<file path="src/rtl/l2_writeback_buffer.sv">
// L2 victim/writeback buffer: FIFO of dirty 256-bit lines drained as 4x64-bit memory bursts.
// Optional macro L2_WB_FORWARD_EN adds a combinational lookup of buffered lines for miss hazards.
module l2_writeback_buffer #(
    parameter int DEPTH = 2
) (
    input  logic         clk,
    input  logic         reset,
    input  logic         wb_valid,
    output logic         wb_ready,
    input  logic [31:0]  wb_addr,
    input  logic [255:0] wb_data,
    input  logic [31:0]  lookup_addr,
    output logic         lookup_hit,
    output logic [255:0] lookup_data,
    output logic         empty,
    output logic         pmem_write,
    output logic [31:0]  pmem_address,
    output logic [63:0]  pmem_wdata,
    input  logic         pmem_resp
);
    // Handshake: a line is taken on any posedge where wb_valid && wb_ready; a memory
    // beat is retired on any posedge where pmem_write && pmem_resp.
    localparam int PTR_W = $clog2(DEPTH);
    localparam int CNT_W = $clog2(DEPTH + 1);
    localparam logic [CNT_W-1:0] FULL_CNT = CNT_W'(DEPTH);

    typedef enum logic {IDLE, BURST} state_t;

    state_t           state, state_next;
    logic [1:0]       beat_cnt, beat_cnt_next;
    logic [PTR_W-1:0] head, tail;
    logic [CNT_W-1:0] count;
    logic [26:0]      addr_q [DEPTH];
    logic [255:0]     data_q [DEPTH];
    logic             push, pop;
    logic             unused_bits;

    // Ready comes from registered occupancy only, so a same-cycle pop never frees a full buffer.
    assign wb_ready = (count != FULL_CNT);
    assign push     = wb_valid && wb_ready;
    assign pop      = (state == BURST) && pmem_resp && (beat_cnt == 2'd3);
    assign empty    = (count == '0) && (state == IDLE);

    always_ff @(posedge clk or negedge reset) begin
        if (!reset) begin
            for (int i = 0; i < DEPTH; i++) begin
                addr_q[i] <= '0;
                data_q[i] <= '0;
            end
        end else if (push) begin
            addr_q[tail] <= wb_addr[31:5];
            data_q[tail] <= wb_data;
        end
    end

    always_ff @(posedge clk or negedge reset) begin
        if (!reset) begin
            head  <= '0;
            tail  <= '0;
            count <= '0;
        end else begin
            if (push) tail <= tail + 1'b1;
            if (pop)  head <= head + 1'b1;
            case ({push, pop})
                2'b10:   count <= count + 1'b1;
                2'b01:   count <= count - 1'b1;
                default: count <= count;
            endcase
        end
    end

    always_ff @(posedge clk or negedge reset) begin
        if (!reset) begin
            state    <= IDLE;
            beat_cnt <= '0;
        end else begin
            state    <= state_next;
            beat_cnt <= beat_cnt_next;
        end
    end

    always_comb begin
        state_next    = state;
        beat_cnt_next = beat_cnt;
        case (state)
            IDLE: begin
                if (count != '0) begin
                    state_next    = BURST;
                    beat_cnt_next = 2'd0;
                end
            end
            BURST: begin
                if (pmem_resp) begin
                    beat_cnt_next = beat_cnt + 2'd1;
                    if (beat_cnt == 2'd3) state_next = IDLE;
                end
            end
            default: state_next = IDLE;
        endcase
    end

    // Burst outputs are zero outside BURST; address is the head entry, stable until it pops.
    always_comb begin
        pmem_write   = 1'b0;
        pmem_address = '0;
        pmem_wdata   = '0;
        if (state == BURST) begin
            pmem_write   = 1'b1;
            pmem_address = {addr_q[head], 5'b0};
            pmem_wdata   = data_q[head][{beat_cnt, 6'd0} +: 64];
        end
    end

`ifdef L2_WB_FORWARD_EN
    logic [DEPTH-1:0] valid_q;
    logic [PTR_W-1:0] fwd_idx;

    always_ff @(posedge clk or negedge reset) begin
        if (!reset) begin
            valid_q <= '0;
        end else begin
            if (push) valid_q[tail] <= 1'b1;
            if (pop)  valid_q[head] <= 1'b0;
        end
    end

    // Walk oldest to newest so the last match (closest to tail) wins.
    always_comb begin
        lookup_hit  = 1'b0;
        lookup_data = '0;
        fwd_idx     = head;
        for (int k = 0; k < DEPTH; k++) begin
            fwd_idx = head + PTR_W'(k);
            if (valid_q[fwd_idx] && (addr_q[fwd_idx] == lookup_addr[31:5])) begin
                lookup_hit  = 1'b1;
                lookup_data = data_q[fwd_idx];
            end
        end
    end

    assign unused_bits = ^{wb_addr[4:0], lookup_addr[4:0]};
`else
    assign lookup_hit  = 1'b0;
    assign lookup_data = '0;
    assign unused_bits = ^{wb_addr[4:0], lookup_addr};
`endif

endmodule

</file>
<file path="config.mk">
export PLATFORM = sky130hd
export DESIGN_NAME = l2_writeback_buffer
export DESIGN_NICKNAME = d
export VERILOG_FILES = /design/src/rtl/l2_writeback_buffer.sv
export SDC_FILE = /design/constraint.sdc
export NUM_CORES = 1
export LEC_CHECK = 0
export BUFFER_PORTS_ARGS = -buffer_cell sky130_fd_sc_hd__buf_2
export CAP_MARGIN = 40
export CORE_AREA = 2 2 263 265
export CTS_BUF_LIST = sky130_fd_sc_hd__clkbuf_4 sky130_fd_sc_hd__clkbuf_8 sky130_fd_sc_hd__clkbuf_16
export CTS_CLUSTER_SIZE = 14
export DETAILED_ROUTE_END_ITERATION = 16
export DIE_AREA = 0 0 265 267
export GPL_TIMING_DRIVEN = 1
export PLACE_DENSITY_LB_ADDON = 0.2
export SLEW_MARGIN = 20
export SYNTH_ARGS = -nofsm -noshare
export SYNTH_HDL_FRONTEND = slang
export SYNTH_SLANG_ARGS = --single-unit
export TNS_END_PERCENT = 20
</file>
<file path="constraint.sdc">
create_clock -name clk -period 1.95 [get_ports clk]
set_input_delay 0.585 -clock clk [delete_from_list [all_inputs] [get_ports clk]]
set_output_delay 0.585 -clock clk [all_outputs]
set_load 0.005 [all_outputs]
</file>
==> results.ini, run 1 <==
[critical_path]
arrival_ns = 2.32
worst-setup-path-type = reg -> out
required_ns = 1.36
r2r_cells = 9
cp_max_fo = 10
endpoint_kind = primary output
start_kind = flip-flop

[yosys]
synth-compound-area-share = 0.0313
synth_top_family_by_area = multiplexers
syn-cell-area_um2 = 29300
ys_types = 29
yosysWarnings = 0
syn_inst = 1987
syn_area_per_cell_um2 = 14.8
synthMuxAreaShare = 0.357
synth_fa_ha_area_frac = 0.000853
synth_seq_cells = 573
yosys.area_share.simple = 0.00789
ys_seq_area_frac = 0.489
synth_xor_area_frac = 0.00179

[cells_and_area]
fin_cells = 3404
final_cell_mix = 569 x dfrtp_1, 376 x buf_2, 358 x mux2_2
final_common_cell = dfrtp_1
drive_gt1_frac = 0.578
regArea_um2 = 14400
fin_nets = 2788
area.growth.synth_to_final_pct = 20.5
multi_input_area_um2 = 13200
fillerInstances = 5769

[job]
max-cap-violations = 0

[route]
drtIter0Drc = 761
drc = 0
drt-total-wl_um = 72000
vias = 17058
via_per_inst = 5.01
routedWlPerCell_um = 21.1
dr.pass1.iters = 6
antenna_left = 0

[placement]
gp_congestion = 0.819
io_buffers = 380
dp_hpwl_um = 49500
preCtsSetupSlack_ns = -0.386
dp_cells = 3250

[hold_path]
hold_path_class = in -> reg
whs_path_depth = 2

[sta]
post-route-min-period_ns = 2.90
hold_ws_ns = 0.212
tightest_slew_ns = 0.543
fin_crit_sh = 1.49
setup_tns_ns = -67.43
fmax_ghz = 0.345
setup_viol = 95
setup_slack_ns = -0.953
slew_viol_final = 0
rsz0062_at_grt = yes
relSlewSlack = 0.638
skew_ns = 0.0243
finalHoldViolCount = 0

[clocking]
clk_pin_slew_ns = 0.06
insertion_delay_ns = 0.61
cts_max_level = 3
cts_num_sinks = 573
cts_tree = yes
cts_made_buffers = 68
root_buffer = clkbuf_16
cts_buffer_depth = 3

[outcome]
status = complete, but fails checks
failed_checks = setup timing

[grt]
antenna_found_initial = 25
grt.total_usage = 0.200
grt_max_degree = 93
grt_pass1_wl_um = 111000
grt_overflow = 0
grt_pass1_vias = 18567

[floorplan]
core-area_um2 = 68000
row_count = 96
fp.dieH_um = 267
fp.dieW_um = 265
initial_core_util = 0.432
dieArea_um2 = 70800
pin_count = 680

[power]
p_leak_uw = 0.0165
cellPowerDensity_nw_per_um2 = 1890
power_uw = 66900
irDropWorstVdd_mv = 0.966

-- cell usage after synthesis (all sizes together) --
library cell / n / area share
mux2: 631 / 0.28
dfrtp: 573 / 0.49
buf: 366 / 0.10
mux2i: 91 / 0.031
a221oi: 64 / 0.020
inv: 64 / 0.0082
mux4: 64 / 0.049
o21ai: 64 / 0.011
nor2b: 27 / 0.0058
clkbuf: 22 / 0.0028
nor2: 3 / 0.00047
xnor2: 3 / 0.00090
xor2: 3 / 0.00090
a22o: 2 / 0.00060
ha: 2 / 0.00085
nand2b: 2 / 0.00068
and3: 1 / 0.00021
and3b: 1 / 0.00030
conb: 1 / 0.00013
nand2: 1 / 0.00013
nand3: 1 / 0.00017
nor3: 1 / 0.00017
-- worst max-delay path, stage by stage (launching register included) --
cell and delay (ns):
dfrtp_4 0.53, buf_12 0.18, buf_12 0.15, mux4_2 0.34, inv_2 0.04, a221oi_2 0.28
buf_2 0.17
-- logic make-up (layout without fill, tap and decap cells) --
group	Yosys count	after routing
flip-flops	573	573
other	1	272
buffers and inverters	452	716
multiplexers	786	786
adder cells (fa/ha/maj)	2	2
AO/OA/AOI/OAI	130	130
AND/OR/NAND/NOR	37	37
XOR/XNOR	6	6
-- flip-flops by register name, summed over array words and instances, names as in the netlist --
name and count:
data_q 512, addr_q 54, beat_cnt 2, count 2, head 1, state 1
tail 1
-- metal layers --
metal	vias up	share of wire	GRT usage
li1	7551	-	-
met1	8915	0.42	0.252
met2	436	0.50	0.343
met3	130	0.054	0.0472
met4	26	0.024	0.0577
met5	-	0.0023	0
-- per-stage QoR --
stage          area, um2  utilization
4_1_cts            34900        0.513
5_1_grt            35300        0.520
3_3_place_gp       32300        0.474
3_5_place_dp       32300        0.474
6_report           35300        0.520
2_1_floorplan      30500            -
-- layout make-up --
| class | count | share of cell area |
|---|---|---|
| timing repair buffer | 532 | 0.115 |
| sequential | 573 | 0.406 |
| inverter | 64 | 0.00680 |
| tap | 882 | 0.0312 |
| clock inverter | 21 | 0.00807 |
| clock buffer | 99 | 0.0584 |
| multi-input combinational | 1223 | 0.374 |
| antenna | 10 | 0.000708 |
-- where the power goes --
group          switching [uW]  total, uW  internal (uW)
clock network            5230      13200           7950
registers                3330      21400          18100
logic                   13300      32200          19000
-- path summary, 6_finish.rpt --
path / start / slack [ns] / to
min in group asynchronous: reset / 0.44 / beat_cnt[0]
max in group asynchronous: reset / 0.71 / data_q[312]
hold reg to reg: data_q[165] / 0.50 / data_q[165]
setup reg to reg: beat_cnt[0] / -0.08 / count[1]
setup / recovery: beat_cnt[0] / -0.95 / pmem_wdata[26]
hold / removal: wb_data[82] / 0.21 / data_q[338]
-- repair_timing --
action                                  4_1_cts  5_1_grt
endpoints found under the setup margin       95       95
gates resized for setup                      67       74
buffers inserted                              1       18
hold buffers                                  1        0
pin swaps                                     2        5
hold endpoints to repair                     11        0
gates cloned                                  0        4
Power figures use the tool's default switching activity.
==> inputs of run 2 (changes only) <==
--- a/config.mk
+++ b/config.mk
@@ -7,11 +7,12 @@
 export LEC_CHECK = 0
 export BUFFER_PORTS_ARGS = -buffer_cell sky130_fd_sc_hd__buf_2
 export CAP_MARGIN = 40
-export CORE_AREA = 2 2 263 265
+export CORE_ASPECT_RATIO = 0.5
+export CORE_MARGIN = 2
+export CORE_UTILIZATION = 49
 export CTS_BUF_LIST = sky130_fd_sc_hd__clkbuf_4 sky130_fd_sc_hd__clkbuf_8 sky130_fd_sc_hd__clkbuf_16
 export CTS_CLUSTER_SIZE = 14
 export DETAILED_ROUTE_END_ITERATION = 16
-export DIE_AREA = 0 0 265 267
 export GPL_TIMING_DRIVEN = 1
 export PLACE_DENSITY_LB_ADDON = 0.2
 export SLEW_MARGIN = 20
==> run 2 against run 1 <==
The flow still finishes with violations (setup timing). Global-route usage is 1.5 points higher. Cell count is 2.3% lower. Clock power is 20% lower. Setup slack better by 0.077 ns. Combinational power is 3% lower. Fmax is 2.7% higher. Sequential share of layout area is 0.89 points higher. Die area is 12% lower. Count of clock-buffer cells in the layout is 21 lower.
==> results.ini, run 2 (same netlist as run 1, synthesis figures left out) <==
[outcome]
status = complete, but fails checks
failed_checks = setup timing

[critical_path]
cp_slowest_cell = dfrtp_4
worst-setup-path-type = reg -> out
crit_buf_inv = 4
cp_max_fo = 20
path_common_cell = buf_12
endpoint_kind = primary output
required_ns = 1.36
start_kind = flip-flop
cp_cell_sequence = buf_12, buf_12, mux4_2, inv_2, a221oi_2, buf_2
path_delay_family = buffers and inverters
arrival_ns = 2.24
cp_slowest_stage_delay_ns = 0.53

[cells_and_area]
final_cell_mix = 569 x dfrtp_1, 379 x buf_2, 361 x mux2_2
top_register = data_q
top_regs = data_q x512, addr_q x54
fin_cells = 3326
drive_gt1_frac = 0.569
fillerInstances = 4700
fin_nets = 2785
final_common_cell = dfrtp_1
largest_reg_flops = 512
area.growth.synth_to_final_pct = 17.9
final_cell_area_um2 = 34600

[clocking]
cts_max_level = 2
cts_buffer_depth = 3
cts_tree = yes
insertion_delay_ns = 0.59
cts_made_buffers = 53
clk_pin_slew_ns = 0.07
cts_num_sinks = 573
root_buffer = clkbuf_16

[floorplan]
fp.dieH_um = 177
row_count = 63
initial_core_util = 0.496
core-area_um2 = 59200
dieArea_um2 = 62000
pin_count = 680
fp.dieW_um = 350

[grt]
top_usage_layer = met2
grt_pass1_vias = 17498
antenna_found_initial = 22
grt_max_degree = 60
met1_usage = 0.278
use_met3 = 0.0303
grt.total_usage = 0.215
grt_pass1_wl_um = 103000
grt_overflow = 0
met2_usage = 0.374

[placement]
io_buffers = 380
preCtsSetupSlack_ns = -0.360
gp_congestion = 0.796
dp_hpwl_um = 47700
dp_cells = 3210
place_area_um2 = 32400

[sta]
skew_ns = 0.00819
finalHoldViolCount = 0
fin_crit_sh = 1.45
setup_slack_ns = -0.876
fmax_ghz = 0.354
rsz0062_at_grt = yes
slew_viol_final = 0
setup_viol = 94
post-route-min-period_ns = 2.83
setup_tns_ns = -66.69

[route]
routedWlPerCell_um = 20.3
drc = 0
dr.pass1.iters = 5
drtIter0Drc = 718
antenna_left = 0
drt-total-wl_um = 67400
via_per_inst = 5.06
vias = 16830

[job]
max-cap-violations = 0

[power]
p_leak_uw = 0.0162
irDropWorstVdd_mv = 0.925
power_uw = 63100
cellPowerDensity_nw_per_um2 = 1820

[hold_path]
hold_path_class = in -> reg

-- run 2: changes by cell type in the layout (fill, tap and decap cells not counted), moves of 4 or more --
cell       change
clkbuf_16     -18
o21ai_0       +14
inv_1         +11
inv_2         -11
o21ai_1       -11
buf_4         +10
diode_2       +10
clkbuf_8       -9
a221oi_1       +4
a221oi_4       -4
clkbuf_4       +4
-- run 2: power breakdown --
part	internal [uW]	switching (uW)
combinational	18600	12600
clock	5940	4510
sequential	18100	3270
-- run 2: cell type report --
cell class,instances,area [um2],area share
Inverter,64,240,0.00695
Sequential cell,573,14400,0.415
Timing Repair Buffer,544,4100,0.119
Multi-Input combinational cell,1223,13100,0.379
Antenna cell,20,50.0,0.00145
Tap cell,812,1020,0.0294
Clock inverter,12,138,0.00398
Clock buffer,78,1570,0.0454
-- run 2: through the flow --
step / util / hold slack, ns
global placement: 0.548 / 0.457
global route: 0.584 / 0.208
floorplan: - / 0.289
finish: 0.584 / 0.237
detailed placement: 0.548 / 0.460
CTS: 0.581 / 0.200
-- run 2: final timing paths --
| check | endpoint | startpoint | slack [ns] | cells after the start |
|---|---|---|---|---|
| max | pmem_wdata[13] | beat_cnt[0] | -0.88 | 6 |
| min | data_q[478] | wb_data[222] | 0.24 | 2 |
| max reg2reg | count[1] | beat_cnt[0] | 0 | 7 |
| min reg2reg | data_q[118] | data_q[118] | 0.50 | 1 |
| max in group asynchronous | data_q[415] | reset | 0.71 | 4 |
| min in group asynchronous | addr_q[33] | reset | 0.44 | 2 |
-- run 2: per-layer routing --
layer / part of all wire / routed length [um] / up-vias
met4: 0.023 / 1560 / 4
met1: 0.42 / 28000 / 8867
met2: 0.53 / 35800 / 302
met3: 0.031 / 2080 / 99
li1: - / - / 7558
met5: 0.00049 / 33 / -
-- run 2: what timing repair did --
action                                  CTS  global route
endpoints found under the setup margin   95            95
hold buffers                              1             0
cloned                                    0             1
setup buffers                             0             4
pin swaps                                 3             3
endpoints found under the hold margin    18             0
resized for setup                        65            37
==> inputs of run 3 (changes only) <==
--- a/config.mk
+++ b/config.mk
@@ -7,9 +7,11 @@
 export LEC_CHECK = 0
 export BUFFER_PORTS_ARGS = -buffer_cell sky130_fd_sc_hd__buf_2
 export CAP_MARGIN = 40
+export CELL_PAD_IN_SITES_DETAIL_PLACEMENT = 1
+export CELL_PAD_IN_SITES_GLOBAL_PLACEMENT = 1
 export CORE_ASPECT_RATIO = 0.5
 export CORE_MARGIN = 2
-export CORE_UTILIZATION = 49
+export CORE_UTILIZATION = 40
 export CTS_BUF_LIST = sky130_fd_sc_hd__clkbuf_4 sky130_fd_sc_hd__clkbuf_8 sky130_fd_sc_hd__clkbuf_16
 export CTS_CLUSTER_SIZE = 14
 export DETAILED_ROUTE_END_ITERATION = 16
==> run 3 against run 2 <==
The run still ends with setup timing left. Routed wire length rose by 15%. Non-clock buffer count rose by 51. Critical path type unchanged. Register-to-register slack got worse by 0.02 ns. Global-route usage fell by 1.6 points. Sequential power barely moved. Critical endpoint is now pmem_wdata[61]. Die area rose by 22%. Cell count rose by 6.7%. Combinational power rose by 9.3%. Fmax fell by 3.7%. Clock skew rose by 0.018 ns.
==> results.ini, run 3 (same netlist as run 1, synthesis figures left out) <==
[power]
p_leak_uw = 0.0168
irDropWorstVdd_mv = 0.777
p_seq_frac = 0.319
clockPowerShare = 0.175
p_comb_frac = 0.506
switching_share = 0.329
p_int_uw = 45200
cellPowerDensity_nw_per_um2 = 1880
power_uw = 67400
power_switching_uw = 22200

[route]
via_per_inst = 4.84
routedWlPerCell_um = 21.8
drtIter0Drc = 569
drt-total-wl_um = 77200
drc = 0
vias = 17174
dr.pass1.iters = 4
antenna_left = 0

[placement]
place_area_um2 = 32700
gp_congestion = 0.760
dp_hpwl_um = 53800
io_buffers = 380

[critical_path]
r2r_cells = 8
cp_max_fo = 8
arrival_ns = 2.35
r2r-start = beat_cnt[0]
cp_cell_sequence = buf_6, buf_16, buf_12, mux4_2, inv_2, a221oi_4, buf_2
r2r_end = count[1]
required_ns = 1.36
worst-setup-path-type = reg -> out
path_delay_family = buffers and inverters
cp_slowest_stage_delay_ns = 0.53
cp_slowest_cell = dfrtp_4
ff2ff_setup_slack_ns = -0.02
crit_buf_inv = 5
start_kind = flip-flop
endpoint_kind = primary output

[clocking]
cts_buffer_depth = 3
root_buffer = clkbuf_16
cts_num_sinks = 573
cts_max_level = 2
cts_tree = yes
cts_made_buffers = 57
clk_pin_slew_ns = 0.07
insertion_delay_ns = 0.63

[sta]
slew_viol_final = 0
finalHoldViolCount = 0
setup_slack_ns = -0.983
rsz0062_at_grt = yes
fin_crit_sh = 1.50
setup_viol = 95
setup_tns_ns = -73.20
skew_ns = 0.0258
fmax_ghz = 0.341
post-route-min-period_ns = 2.93

[grt]
grt.total_usage = 0.199
grt_pass1_vias = 18615
grt_overflow = 0
grt_pass1_wl_um = 116000
antenna_found_initial = 21
grt_max_degree = 54

[floorplan]
row_count = 70
dieArea_um2 = 75700
initial_core_util = 0.403
fp.dieH_um = 196
core-area_um2 = 72800
pin_count = 680
fp.dieW_um = 387

[hold_path]
whs_path_depth = 2
hold_path_class = in -> reg
worstHoldEndpoint = data_q[488]
hp-start = wb_data[232]

[cells_and_area]
final_cell_mix = 568 x dfrtp_1, 376 x buf_2, 355 x mux2_2
top_regs = data_q x512, addr_q x54
area.growth.synth_to_final_pct = 22.4
largest_reg_flops = 512
fin_nets = 2840
final_cell_area_um2 = 35900
drive_gt1_frac = 0.588
final_common_cell = dfrtp_1
top_register = data_q

[outcome]
status = complete, but fails checks
failed_checks = setup timing

[job]
max-cap-violations = 0

## run 3: cell count changes in the layout (fill, tap and decap cells not counted), moves of 10 or more
cell,delta
buf_4,+19
clkbuf_8,+10
o21ai_2,+17
o21ai_0,-21
buf_6,+19
## run 3: power groups by stage
stage / sequential (uW) / clock (uW) / combinational [uW]
after CTS: 21500 / 12200 / 32800
after detailed placement: 21600 / 0 / 31000
after global routing: 22300 / 12700 / 36400
after global placement: 21300 / 0 / 30400
after floorplan: 20300 / 0 / 22000
final: 21500 / 11800 / 34100
## run 3: area by class of cell
cell class,count,area (um2)
Sequential cell,573,14400
Clock inverter,19,215
Tap cell,972,1220
Clock buffer,86,1800
Inverter,64,240
Antenna cell,16,40.0
Timing Repair Buffer,595,4780
Multi-Input combinational cell,1223,13300
Fill cell,7290,36900
## run 3: worst max-delay path by stage
stage	from	endpoint	slack (ns)	depth (start not counted)
floorplan	beat_cnt[1]	pmem_wdata[12]	-0.02	6
global placement	beat_cnt[0]	pmem_wdata[21]	-0.39	7
detailed placement	beat_cnt[0]	pmem_wdata[21]	-0.39	7
CTS	beat_cnt[0]	pmem_wdata[28]	-1.03	7
global route	beat_cnt[0]	pmem_wdata[36]	-1.08	8
finish	beat_cnt[1]	pmem_wdata[61]	-0.98	7
## run 3: timing repair
action                                  in CTS  in global routing
buffers inserted                            14                 15
endpoints found under the setup margin      95                 96
pin swaps                                    8                  9
hold buffers                                 1                  0
gates cloned                                 4                  3
hold endpoints to repair                     7                  0
resized for setup                          112                106
## run 3: worst reg2reg max path, cell delays in order (launching register included)
cell and delay [ns]:
dfrtp_4 0.54, buf_4 0.18, buf_4 0.17, ha_1 0.19, and3_2 0.24, ha_1 0.20, xnor2_1 0.13, nor2_1 0.13
xor2_1 0.14
## run 3: metrics by stage
step	instances	utilization	hold slack, ns	setup slack, ns
after floorplan	2248	-	0.289	-0.0249
after global placement	3391	0.450	0.451	-0.390
after detailed placement	3391	0.450	0.452	-0.392
after CTS	3514	0.485	0.151	-1.03
after global routing	3547	0.493	0.166	-1.08
final	3548	0.493	0.192	-0.983
## run 3: routing by layer
layer / vias to the layer above / wire, um / global-route usage
li1: 7665 / - / -
met1: 9104 / 32500 / 0.251
met2: 317 / 41100 / 0.354
met3: 84 / 2310 / 0.0292
met4: 4 / 1310 / 0.0592
met5: - / 23 / 0
